### config.mk
export PLATFORM = sky130hd
export DESIGN_NAME = hazard_scoreboard
export DESIGN_NICKNAME = d
export VERILOG_FILES = /design/src/rtl/hazard_scoreboard_pkg.sv /design/src/rtl/hazard_scoreboard_sb_counter.sv /design/src/rtl/hazard_scoreboard.sv
export SDC_FILE = /design/constraint.sdc
export NUM_CORES = 1
export LEC_CHECK = 0
export CAP_MARGIN = 40
export CORE_MARGIN = 3
export CORE_UTILIZATION = 52
export CTS_BUF_LIST = sky130_fd_sc_hd__clkbuf_2 sky130_fd_sc_hd__clkbuf_4 sky130_fd_sc_hd__clkbuf_8
export CTS_CLUSTER_DIAMETER = 120
export CTS_CLUSTER_SIZE = 30
export DETAILED_ROUTE_END_ITERATION = 6
export PLACE_DENSITY = 0.79
export SETUP_SLACK_MARGIN = 0.4
export SYNTH_ARGS = -nofsm -noshare
export SYNTH_HDL_FRONTEND = slang
export SYNTH_SLANG_ARGS = --single-unit
### constraint.sdc
create_clock -name I_CLOCK -period 2.45 [get_ports I_CLOCK]
set_clock_uncertainty 0.05 [all_clocks]
set_input_delay 0.245 -clock I_CLOCK [delete_from_list [all_inputs] [get_ports I_CLOCK]]
set_output_delay 0.245 -clock I_CLOCK [all_outputs]
set_load 0.1 [all_outputs]
### src/rtl/hazard_scoreboard_pkg.sv
// rtl/hazard_scoreboard_pkg.sv - shared widths and branch FSM encoding for the hazard scoreboard
package hazard_scoreboard_pkg;

  localparam int REG_IDX_W = 4;
  localparam int NUM_REGS  = 1 << REG_IDX_W;
  localparam int CNT_W     = 2;

  typedef enum logic {
    BR_IDLE    = 1'b0,
    BR_PENDING = 1'b1
  } br_state_t;

endpackage

### src/rtl/hazard_scoreboard_sb_counter.sv
// rtl/hazard_scoreboard_sb_counter.sv - per-register pending-write counter with underflow flag
module sb_counter
  import hazard_scoreboard_pkg::*;
#(
  parameter int MAX_COUNT = 3
) (
  input  logic             clk,
  input  logic             rst,
  input  logic             inc,
  input  logic             dec,
  output logic [CNT_W-1:0] count,
  output logic             underflow
);

  // A retire with nothing outstanding is a protocol violation; the count is left at zero.
  assign underflow = dec & ~inc & (count == '0);

  // Count up on issue, down on retire; simultaneous issue and retire cancel out.
  always_ff @(posedge clk or posedge rst) begin
    if (rst) begin
      count <= '0;
    end else if (inc & ~dec) begin
      if (count != CNT_W'(MAX_COUNT)) begin
        count <= count + 1'b1;
      end
    end else if (dec & ~inc) begin
      if (count != '0) begin
        count <= count - 1'b1;
      end
    end
  end

endmodule

### src/rtl/hazard_scoreboard.sv
// rtl/hazard_scoreboard.sv - dependency/branch stall controller with pending-write tracking and stall counters
module hazard_scoreboard
  import hazard_scoreboard_pkg::*;
#(
  parameter int MAX_INFLIGHT  = 3,
  parameter bit RETIRE_BYPASS = 1'b1,
  parameter int PERF_W        = 16
) (
  input  logic                 I_CLOCK,
  input  logic                 I_RESET,
  input  logic                 I_IssueValid,
  input  logic                 I_IssueWritesReg,
  input  logic [REG_IDX_W-1:0] I_IssueDestIdx,
  input  logic                 I_Src1Used,
  input  logic [REG_IDX_W-1:0] I_Src1Idx,
  input  logic                 I_Src2Used,
  input  logic [REG_IDX_W-1:0] I_Src2Idx,
  input  logic                 I_IssueIsBranch,
  input  logic                 I_BranchResolve,
  input  logic                 I_RetireValid,
  input  logic [REG_IDX_W-1:0] I_RetireIdx,
  output logic                 O_DepStall,
  output logic                 O_BranchStall,
  output logic                 O_IssueAccept,
  output logic [NUM_REGS-1:0]  O_PendingMask,
  output logic [PERF_W-1:0]    O_DepStallCount,
  output logic [PERF_W-1:0]    O_BranchStallCount,
  output logic                 O_Error
);

  logic [CNT_W-1:0]    count [NUM_REGS];
  logic [NUM_REGS-1:0] inc;
  logic [NUM_REGS-1:0] dec;
  logic [NUM_REGS-1:0] uflow;
  logic [NUM_REGS-1:0] busy;
  logic [NUM_REGS-1:0] at_max;
  br_state_t           state;

  genvar g;
  generate
    for (g = 0; g < NUM_REGS; g++) begin : g_reg
      assign inc[g] = O_IssueAccept & I_IssueWritesReg & (I_IssueDestIdx == REG_IDX_W'(g));
      assign dec[g] = I_RetireValid & (I_RetireIdx == REG_IDX_W'(g));

      sb_counter #(
        .MAX_COUNT(MAX_INFLIGHT)
      ) u_cnt (
        .clk      (I_CLOCK),
        .rst      (I_RESET),
        .inc      (inc[g]),
        .dec      (dec[g]),
        .count    (count[g]),
        .underflow(uflow[g])
      );

      assign O_PendingMask[g] = (count[g] != '0);
      // The last outstanding write retiring this cycle already has its value on the writeback path.
      assign busy[g]   = O_PendingMask[g] & ~(RETIRE_BYPASS & dec[g] & (count[g] == CNT_W'(1)));
      assign at_max[g] = (count[g] == CNT_W'(MAX_INFLIGHT));
    end
  endgenerate

  assign O_DepStall = I_IssueValid & ((I_Src1Used & busy[I_Src1Idx]) |
                                      (I_Src2Used & busy[I_Src2Idx]) |
                                      (I_IssueWritesReg & at_max[I_IssueDestIdx]));
  assign O_BranchStall = (state == BR_PENDING);
  assign O_IssueAccept = I_IssueValid & ~O_DepStall & ~O_BranchStall;

  // Branch sequencing: one unresolved branch blocks further issue until the cycle after resolve.
  always_ff @(posedge I_CLOCK or posedge I_RESET) begin
    if (I_RESET) begin
      state <= BR_IDLE;
    end else begin
      case (state)
        BR_IDLE:    if (O_IssueAccept & I_IssueIsBranch) state <= BR_PENDING;
        BR_PENDING: if (I_BranchResolve) state <= BR_IDLE;
        default:    state <= BR_IDLE;
      endcase
    end
  end

  // Sticky error: retire of an idle register or a resolve with no branch outstanding.
  always_ff @(posedge I_CLOCK or posedge I_RESET) begin
    if (I_RESET) begin
      O_Error <= 1'b0;
    end else if ((|uflow) | (I_BranchResolve & (state == BR_IDLE))) begin
      O_Error <= 1'b1;
    end
  end

  // Saturating stall-cycle counters for the debug display.
  always_ff @(posedge I_CLOCK or posedge I_RESET) begin
    if (I_RESET) begin
      O_DepStallCount    <= '0;
      O_BranchStallCount <= '0;
    end else begin
      if (O_DepStall && !(&O_DepStallCount)) begin
        O_DepStallCount <= O_DepStallCount + 1'b1;
      end
      if (O_BranchStall && !(&O_BranchStallCount)) begin
        O_BranchStallCount <= O_BranchStallCount + 1'b1;
      end
    end
  end

endmodule
==> results.json, run 1 <==
{
  "cts-buffers-inserted": 9,
  "syn-cell-area_mm2": 0.00538,
  "synthesis.instances": 622,
  "synth_nets": 697,
  "crit_endpoint": "O_IssueAccept",
  "cts_hold_buf": 0,
  "ys.flop_type": "dfrtp_1",
  "synth_edf_count": 0,
  "htreeDepth": 3,
  "clk_path_buf_depth": 2,
  "track_usage_pct": 63.7,
  "dpl_cell_area_mm2": 0.00748,
  "synth-seq-cells": 66,
  "outcome": "aborted with a tool error",
  "die_x_um": 108,
  "avgSynthCellArea_um2": 8.64,
  "io_buffers": 76,
  "seq_area_frac_synth_pct": 30.7,
  "root_buffer": "clkbuf_8",
  "stop_error": "[ERROR GRT-0232] Routing congestion too high. Check the congestion heatmap in the GUI.",
  "gp_congestion": 1.01,
  "worstEndpointType": "primary output",
  "cts.sink_count": 66,
  "gr-total-overflow": 12,
  "synth.distinct_cells": 71,
  "async_flop_share_pct": 100,
  "numPlacedInstances": 974,
  "stop_stage": "global routing (5_1_grt)",
  "dp.final_hpwl_um": 15600,
  "ys.warnings.count": 0,
  "row_count": 36,
  "grt_max_degree": 67,
  "start_util_pct": 54.3,
  "ios": 77,
  "fp.dieH_um": 108
}
logic make-up after synthesis:
logic type                 share of synthesized area, %
buffers and inverters                              6.68
DFF                                                30.7
xor gates and xnor gates                           7.49
muxes                                              4.05
adders and majority gates                          11.6
and+or+nand+nor                                    23.2
AOI/OAI and AO/OA                                  16.2
per-layer routing:
layer,GRT overflow,global-route usage [%]
met2,6,83.7
met1,0,63.6
met5,0,11.0
met3,1,45.2
met4,5,61.0
synth_stat cells (all sizes together) (2+ instances only):
| cell | number | area share, % |
|---|---|---|
| buf | 14 | 1.8 |
| a31oi | 31 | 3.7 |
| nor2 | 47 | 3.3 |
| clkbuf | 8 | 0.56 |
| nor3b | 2 | 0.37 |
| o22ai | 12 | 1.4 |
| mux4 | 2 | 0.84 |
| xnor2 | 36 | 5.9 |
| and3b | 4 | 0.65 |
| nand2b | 5 | 0.58 |
| mux2i | 15 | 2.8 |
| a21oi | 21 | 2.0 |
| and4 | 7 | 1.1 |
| nand2 | 52 | 3.6 |
| and2 | 3 | 0.35 |
| nor4 | 11 | 1.8 |
| a41oi | 3 | 0.49 |
| inv | 62 | 4.3 |
| nand3 | 30 | 2.9 |
| ha | 50 | 12 |
| o211ai | 2 | 0.28 |
| a22oi | 3 | 0.42 |
| and3 | 15 | 1.7 |
| or2 | 2 | 0.23 |
| nand4 | 17 | 2.0 |
| nand3b | 5 | 0.70 |
| mux2 | 2 | 0.42 |
| or3 | 3 | 0.35 |
| a211oi | 3 | 0.51 |
| o2bb2ai | 9 | 1.5 |
| o32ai | 2 | 0.33 |
| o41ai | 2 | 0.33 |
| dfrtp | 66 | 31 |
| nor3 | 14 | 1.3 |
| xor2 | 10 | 1.6 |
| nor2b | 8 | 0.93 |
| o311ai | 3 | 0.49 |
| o21ai | 15 | 1.4 |
| o31ai | 3 | 0.42 |
| a311oi | 5 | 0.93 |
stage by stage:
step	hold WS, ps	setup WS (ps)	setup TNS, ps
detailed placement	433	-1070	-48580
floorplan	291	-453	-10330
global placement	424	-1060	-47100
CTS	261	-623	-23770
what timing repair did:
action | CTS
setup buffers | 22
pin swaps | 43
cloned | 0
gates resized for setup | 91
setup endpoints to repair | 60
==> run 2: changes to the inputs <==
==> config.mk (replaced) <==
export PLATFORM = sky130hd
export DESIGN_NAME = hazard_scoreboard
export DESIGN_NICKNAME = d
export VERILOG_FILES = /design/src/rtl/hazard_scoreboard_pkg.sv /design/src/rtl/hazard_scoreboard_sb_counter.sv /design/src/rtl/hazard_scoreboard.sv
export SDC_FILE = /design/constraint.sdc
export NUM_CORES = 1
export LEC_CHECK = 0
export CAP_MARGIN = 40
export CORE_MARGIN = 3
export CORE_UTILIZATION = 40
export DETAILED_ROUTE_END_ITERATION = 6
export PLACE_DENSITY_LB_ADDON = 0.15
export SYNTH_ARGS = -nofsm -noshare
export SYNTH_HDL_FRONTEND = slang
export SYNTH_SLANG_ARGS = --single-unit
==> constraint.sdc (replaced) <==
create_clock -name I_CLOCK -period 3.2 [get_ports I_CLOCK]
set_clock_uncertainty 0.05 [all_clocks]
set_input_delay 0.32 -clock I_CLOCK [delete_from_list [all_inputs] [get_ports I_CLOCK]]
set_output_delay 0.32 -clock I_CLOCK [all_outputs]
set_load 0.1 [all_outputs]
==> results.json, run 2 <==
{
  "outcome": "finished with violations",
  "violations": "negative setup slack",
  "dieArea_mm2": 0.0149,
  "ys.warnings.count": 0,
  "synth.most_common_cell": "dfrtp_1",
  "cp_max_fo": 3,
  "setup_viol": 3,
  "start_kind": "register",
  "relSlewSlack_pct": 57.5,
  "drc_errors": 0,
  "cp-end-kind": "output port",
  "drtPass1Iterations": 5,
  "diodes": 0,
  "fp.dieH_um": 122,
  "clkTransAtPathRegs_ps": 70,
  "multi_input_area_mm2": 0.00371,
  "fmax_mhz": 306,
  "cp_top_family": "simple AND/OR/NAND/NOR gates",
  "via_per_inst": 5.59,
  "syn-cell-area_mm2": 0.00538,
  "grt_max_degree": 40,
  "cts.sink_count": 66,
  "cap_violations": 0,
  "cp.buffers_inverters": 2,
  "drive_gt1_share_pct": 27.4,
  "critPathKind": "register to output port",
  "largest_reg_flops": 32,
  "hold_viol": 0,
  "synth-seq-cells": 66,
  "peakVddDrop_mv": 0.911,
  "yosys.area.top_type": "dfrtp_1",
  "ios": 77,
  "start_util_pct": 41.8,
  "period_minus_slack_ps": 3270,
  "rsz0062_at_grt": "yes",
  "largest_register": "g.u_cnt.count",
  "grt_pass1_wl_um": 28600,
  "drtAntennaViolNets": 0,
  "synth_common_cells": "dfrtp_1, inv_1, nand2_1",
  "gr-total-overflow": 0,
  "wl_met1_um": 7750,
  "htreeDepth": 3,
  "synth.top_cell.area_share_pct": 30.7,
  "gp_congestion": 0.952,
  "clock_latency_ps": 350,
  "track_usage_pct": 24.6,
  "synth.distinct_cells": 71,
  "setup.worst_path.start": "g_reg[5].u_cnt.count[1]",
  "p_leak_uw": 0.00359,
  "seq_area_frac_synth_pct": 30.7,
  "grt_antenna_before_repair": 0,
  "cp.depth": 9,
  "synthTopCellsByArea": "dfrtp_1, ha_1, xnor2_1, inv_1, nand2_1",
  "final.period_utilization_pct": 102,
  "synth_nets": 697,
  "slowest_delay_ps": 470,
  "core_area_mm2": 0.0129,
  "nets": 884,
  "num_vias": 5508,
  "root_buffer": "clkbuf_16",
  "final_cell_mix": "buf_4, dfrtp_1, inv_1, clkdlybuf4s50_1, nand2_1",
  "cp.arrival_ps": 2900,
  "clk_path_buf_depth": 2,
  "syn_to_final_growth_pct": 51.4,
  "row_count": 41,
  "avgSynthCellArea_um2": 8.64,
  "io_buffers": 76,
  "synthesis.instances": 622,
  "final-seq-area_mm2": 0.00165,
  "cts_tree": "done",
  "cts-buffers-inserted": 9,
  "wl_met2_um": 8840,
  "top_layer": "met4",
  "slew_violations": 0,
  "power.density_mw_per_mm2": 882,
  "worst_hold_path_type": "primary input to async pin",
  "crit_required_ps": 2830,
  "slowest_stage": "mux4_2",
  "n_fill_cell": 1077,
  "dp.final_hpwl_um": 14200,
  "ys.flop_type": "dfrtp_1",
  "async_flop_share_pct": 100,
  "route.met3.wl_um": 1040,
  "r2r_cells": 12,
  "drtIter0Drc": 387,
  "routedWlPerCell_um": 18.4,
  "top_regs": "g.u_cnt.count: 32 flops, O_BranchStallCount: 16 flops, O_DepStallCount: 16 flops",
  "layout_setup_ws_ps": -70.4,
  "drt-total-wl_um": 18100,
  "hold_ws_ps": 326,
  "die_x_um": 122,
  "p_total_uw": 7180,
  "grt_pass1_vias": 5523,
  "layout_commonest_cell": "buf_4",
  "reg2reg_from": "g_reg[5].u_cnt.count[1]",
  "synth_edf_count": 0,
  "worst_pin_slew_ps": 633,
  "crit_chain": "ha_2 -> mux4_2 -> o211ai_1 -> nand4_1 -> nor4_4 -> nand3_2 -> buf_6 -> nor2_4 -> buf_12"
}
## run 2: cell counts after synthesis
Identical to the previous run, type by type.
## run 2: area by class of cell
cell class / count / area share (%)
Clock buffer: 9 / 2.77
Sequential cell: 66 / 20.3
Inverter: 62 / 2.86
Clock inverter: 7 / 1.54
Timing Repair Buffer: 198 / 24.3
Multi-Input combinational cell: 472 / 45.6
Tap cell: 172 / 2.64
## run 2: kinds of logic (layout without fill, tap and decap cells)
group	Yosys count	in the layout	synth area share (%)
fa+ha+maj	50	50	11.6
buf+inv	84	276	6.68
flops	66	66	30.7
mux	19	19	4.05
compound gates	126	126	16.2
xor+xnor	46	46	7.49
simple gates	231	231	23.2
## run 2: worst register-to-register path, cell delays in order, from the launching register on
cell and delay, ps:
dfrtp_1 410, ha_2 200, mux4_2 470, o211ai_1 320
nand4_1 190, nor4_4 310, nand3_2 170, buf_4 180
buf_4 120, buf_4 160, o31ai_2 280, o21bai_1 110
xnor2_1 130
## run 2: timing repair
| item | in CTS | in global routing |
|---|---|---|
| setup endpoints to repair | 14 | 42 |
| cloned | 0 | 1 |
| pin swaps | 9 | 12 |
| hold buffers | 0 | 0 |
| hold endpoints to repair | 0 | 0 |
| resized for setup | 19 | 56 |
| setup buffers | 12 | 3 |
## run 2: power breakdown
group,internal (µW),leakage [µW],switching [µW]
combinational,1600,0.00257,3050
clock,770,0.000171,418
sequential,1080,0.000849,258
## run 2: path summary, 6_finish.rpt
path / end / slack [ps]
max in group asynchronous: g_reg[0].u_cnt.count[0] / 2130
min in group I_CLOCK: O_DepStallCount[5] / 440
max reg2reg: g_reg[10].u_cnt.count[0] / -20
min: O_BranchStallCount[14] / 330
min reg2reg: O_DepStallCount[5] / 440
max: O_IssueAccept / -70
## run 2: routing by layer
| layer | GRT usage (%) | up-vias |
|---|---|---|
| met5 | 0 | - |
| met4 | 8.61 | 0 |
| met3 | 5.01 | 30 |
| met2 | 40.4 | 179 |
| met1 | 32.2 | 2679 |
| li1 | - | 2620 |
## run 2: through the flow
step	worst slack [ps]	TNS (ps)	std cells	utilization, %	area [µm²]
after floorplan	-20.2	-20.2	622	-	5390
after global placement	-517	-18740	922	52.8	6800
after detailed placement	-461	-16420	955	56.7	7290
after CTS	-32.3	-32.3	983	60.6	7800
after global routing	-172	-960	986	63.2	8140
final	-70.4	-133	986	63.2	8140
Note: power is estimated with default switching activity, not from simulation.
